`config.mk`:
```
export PLATFORM = sky130hd
export DESIGN_NAME = vram_arbiter
export DESIGN_NICKNAME = d
export VERILOG_FILES = /design/src/rtl/vram_arbiter.sv
export SDC_FILE = /design/constraint.sdc
export NUM_CORES = 1
export LEC_CHECK = 0
export BUFFER_PORTS_ARGS = -buffer_cell sky130_fd_sc_hd__buf_2
export CORE_MARGIN = 5
export CORE_UTILIZATION = 45
export CTS_CLUSTER_DIAMETER = 150
export DETAILED_ROUTE_END_ITERATION = 8
export GPL_TIMING_DRIVEN = 0
export PLACE_DENSITY = 0.67
export SETUP_SLACK_MARGIN = 0.05
export SLEW_MARGIN = 0
export SYNTH_ARGS = -nofsm -noshare
export SYNTH_HDL_FRONTEND = slang
export SYNTH_SLANG_ARGS = --single-unit
```
`constraint.sdc`:
```
create_clock -name clk -period 2.98 [get_ports clk]
set_input_delay 0.149 -clock clk [delete_from_list [all_inputs] [get_ports clk]]
set_output_delay 0.149 -clock clk [all_outputs]
set_load 0.005 [all_outputs]
```
`src/rtl/vram_arbiter.sv`:
```
// vram_arbiter: single-port VRAM arbiter giving the renderer absolute priority,
// with a posted CPU write FIFO and a stalling CPU read path.
module vram_arbiter #(
    parameter int FIFO_AW = 2,
    parameter int ADDR_W  = 16
) (
    input  logic              clk,
    input  logic              reset,
    input  logic [ADDR_W-1:0] vid_addr,
    input  logic              vid_busy,
    output logic [15:0]       vid_read,
    input  logic              cpu_req,
    input  logic              cpu_we,
    input  logic [ADDR_W-1:0] cpu_addr,
    input  logic [15:0]       cpu_wdata,
    output logic              cpu_ready,
    output logic              cpu_rvalid,
    output logic [15:0]       cpu_rdata,
    output logic [ADDR_W-1:0] mem_addr,
    output logic              mem_we,
    output logic [15:0]       mem_wdata,
    input  logic [15:0]       mem_rdata
);
    localparam int DEPTH = 1 << FIFO_AW;

    typedef enum logic {IDLE, READ} state_t;

    state_t              state, state_nx;
    logic [ADDR_W-1:0]   f_addr [DEPTH];
    logic [15:0]         f_data [DEPTH];
    logic [FIFO_AW-1:0]  rd_ptr, wr_ptr;
    logic [FIFO_AW:0]    count;
    logic [ADDR_W-1:0]   rd_addr;
    logic                push, pop, rd_acc, rd_done;

    assign vid_read = mem_rdata;

    always_comb begin
        pop       = !vid_busy && state == IDLE && count != '0;
        rd_done   = state == READ && !vid_busy;
        cpu_ready = cpu_we ? (count != (FIFO_AW+1)'(DEPTH))
                           : (state == IDLE && count == '0 && !vid_busy && !cpu_rvalid);
        push      = cpu_req && cpu_we && cpu_ready;
        rd_acc    = cpu_req && !cpu_we && cpu_ready;
        mem_addr  = vid_busy ? vid_addr : pop ? f_addr[rd_ptr] : rd_addr;
        mem_we    = pop;
        mem_wdata = f_data[rd_ptr];
        state_nx  = rd_acc ? READ : rd_done ? IDLE : state;
    end

    // FIFO storage needs no reset; validity is tracked by count
    always_ff @(posedge clk) begin
        if (push) begin
            f_addr[wr_ptr] <= cpu_addr;
            f_data[wr_ptr] <= cpu_wdata;
        end
    end

    always_ff @(posedge clk or negedge reset) begin
        if (!reset) begin
            state      <= IDLE;
            rd_ptr     <= '0;
            wr_ptr     <= '0;
            count      <= '0;
            rd_addr    <= '0;
            cpu_rvalid <= 1'b0;
            cpu_rdata  <= '0;
        end else begin
            state      <= state_nx;
            cpu_rvalid <= rd_done;
            count      <= count + (FIFO_AW+1)'(push) - (FIFO_AW+1)'(pop);
            if (push)
                wr_ptr <= wr_ptr + FIFO_AW'(1);
            if (pop)
                rd_ptr <= rd_ptr + FIFO_AW'(1);
            if (rd_acc)
                rd_addr <= cpu_addr;
            if (rd_done)
                cpu_rdata <= mem_rdata;
        end
    end
endmodule

```
==> metrics.txt <==
status finished, final reports clean; Max Slew Vio Count 0; CTS resizes 0; GPL Wtd Cong 0.7382; Max VDD drop 0.5160 mV; actual slew at the worst max-slew pin 1.035 ns; Seq/Total Area, Yosys 70.82%; CP Max Fanout 11; Antenna Violating Nets Remaining 0; drt first pass iters 4; initial antenna violation count 0; I/O pin count 136; Pleak 3.534 nW; H-tree levels 4; nets@finish 650; met1 Resource Use GR 20.75%; Core Region 0.01509 sq mm; area of the die 0.01785 sq mm; # clock sinks 169; final wirelength 14.88 mm; Layout area overhead 29.15%; Setup CP Type flop to flop; Hold Path Class input pin to flop; Setup crit start kind flop; vias in the first global route 4476; Final setup viols 0; maxcap violations 0; Achievable Freq 368.8 MHz; Tcrit/Tclk final 91.00%; row count 45; Fin. Hold Viols 0; Clock Tree Buf Depth 2; DIE WIDTH 133.6 um; largest net degree at the start of global routing 42; DRC Markers 0; met2 usage 30.14%; Yosys reg bits 169; met3 GRT Util 6.005%; Die Ht 133.6 um; clk slew on worst S/H paths 0.06 ns; Antenna diodes 0; vias 4024; Inserted Clock Buffers 17; synth top area cells edfxtp_1 (56%), dfrtp_1 (15%), mux4_2 (10%); post-CTS setup buffer count 0; layout cells sized above 1 46.17%; Setup crit end kind flop; worst hold slack 0.1601 ns; CTS tree done; Synth warnings 0; Post-Syn Area 0.006877 sq mm; Post-Synthesis Cells 372; total grt overflow 0; slew margin rel. 30.99%; DRT iter0 DRCs 177; Initial Utilization 45.57%; IO buf count 134; Synth Net Count 448; TNS Setup 0 ns; GR peak layer met2; CP required 3.28 ns; RSZ-0062 raised after global routing false; GRT Total Usage 17.46%; Worst-Skew Late Latency 0.43 ns; CP arrival 3.01 ns; first-pass GRT wire length 23.47 mm; cell taking the most area after synthesis edfxtp_1; Distinct cells, synth 27; Util after Layout 58.86%; Synth Area per Inst 18.49 sq um; vias per inst 5.192; Root Buffer clkbuf_16; DR WL/cell 19.20 um; post-synth top area share 55.90%; DP Wirelength 9.501 mm; Post-Route Skew 0.009048 ns; Power per Cell Area 849.8 mW/mm^2; Final min period 2.712 ns
## timing repair
item,CTS,global route
hold buffers,49,0
setup endpoints to repair,0,0
hold endpoints to repair,186,0
## cells in the final DEF (no fill, tap or decap), types with 8 or more instances in the layout
cell,count
o311ai_1,8
dlygate4sd3_1,49
o311ai_2,8
nand2_1,19
clkbuf_1,10
edfxtp_1,128
buf_4,18
mux4_2,32
inv_1,22
dfrtp_1,41
mux2_2,33
buf_2,143
nand3_1,17
clkbuf_16,19
## metal layers
| layer | up-vias | wire length, um | share of wire (%) |
|---|---|---|---|
| met5 | - | 0 | 0 |
| met4 | 0 | 107 | 0.72 |
| li1 | 1826 | - | - |
| met3 | 10 | 1170 | 7.9 |
| met1 | 2018 | 6057 | 41 |
| met2 | 170 | 7542 | 51 |
## sequential cells by signal, indices dropped and copies added (netlist names)
| register | count |
|---|---|
| f_addr | 64 |
| f_data | 64 |
| cpu_rdata | 16 |
| rd_addr | 16 |
| count | 3 |
| rd_ptr | 2 |
| wr_ptr | 2 |
| cpu_rvalid | 1 |
| state | 1 |
## path summary, 6_finish.rpt
path / start / end / slack [ns] / cells past startpoint
worst max-delay path: count[2]$_DFF_PN0_ / count[2]$_DFF_PN0_ / 0.27 / 12
worst min-delay path: cpu_req / wr_ptr[0]$_DFFE_PN0P_ / 0.16 / 4
worst max register to register: count[2]$_DFF_PN0_ / count[2]$_DFF_PN0_ / 0.27 / 12
worst min register to register: cpu_rdata[15]$_DFFE_PN0P_ / cpu_rdata[15]$_DFFE_PN0P_ / 0.51 / 1
max in group asynchronous: reset / rd_addr[0]$_DFFE_PN0P_ / 1.88 / 2
min in group asynchronous: reset / cpu_rdata[15]$_DFFE_PN0P_ / 0.44 / 2
## report_power, final
| part | leakage (nW) | total (mW) | switching, mW | internal [mW] |
|---|---|---|---|---|
| logic | 1.56 | 2.16 | 1.03 | 1.13 |
| clock network | 0.301 | 2.22 | 0.845 | 1.37 |
| registers | 1.68 | 3.17 | 0.174 | 3.00 |
| total | 3.53 | 7.55 | 2.05 | 5.50 |
## critical path: stages (launching register included)
cell     delay (ns)
dfrtp_1        0.43
or3_1          0.40
buf_6          0.15
and2_4         0.16
buf_6          0.14
buf_8          0.16
ha_1           0.28
inv_1          0.06
ha_1           0.13
inv_1          0.04
fa_1           0.37
xnor2_1        0.15
xnor2_1        0.12
## cells in the mapped netlist
master,number
and2_1,4
inv_1,22
clkbuf_1,6
a31oi_1,1
buf_6,2
buf_1,1
buf_2,9
a21oi_1,2
edfxtp_1,128
dfrtp_1,41
xor2_1,1
xnor2_1,4
and2_4,1
nand2_1,19
ha_1,6
o311ai_1,8
buf_8,1
nand4_2,1
or3_1,1
nor2_1,3
fa_1,1
buf_4,18
mux4_2,32
nor2b_1,2
mux2_2,33
nand3_1,17
o311ai_2,8
## stage by stage
stage               std cells  cell area (sq um)  total power, mW  setup WS (ns)
finish                    775               8881            7.547         0.2683
detailed placement        694               7787            5.373         0.2629
global placement          694               7782            5.304         0.1530
CTS                       775               8881            7.637         0.2513
floorplan                 372               6877            4.593         0.4344
global route              775               8881            7.945         0.1695
## layout make-up
class,instances,area [sq um]
fillers,1163,6208
flip-flops and latches,169,4870
multi-input cells,144,1685
repair buffers,183,1161
clock buffers,25,518.0
plain buffers,37,244.0
well taps,188,235.2
clock inverters,7,85.08
inverters,22,82.58
## logic make-up after synthesis
family	count (synthesis)	share of synthesized area, %
buf+inv	59	4.749
fa+ha+maj	7	1.383
compound gates	19	3.148
mux	65	15.88
flops	169	70.82
simple gates	48	3.384
xor+xnor	5	0.6368
Note: power is estimated with default switching activity, not from simulation.
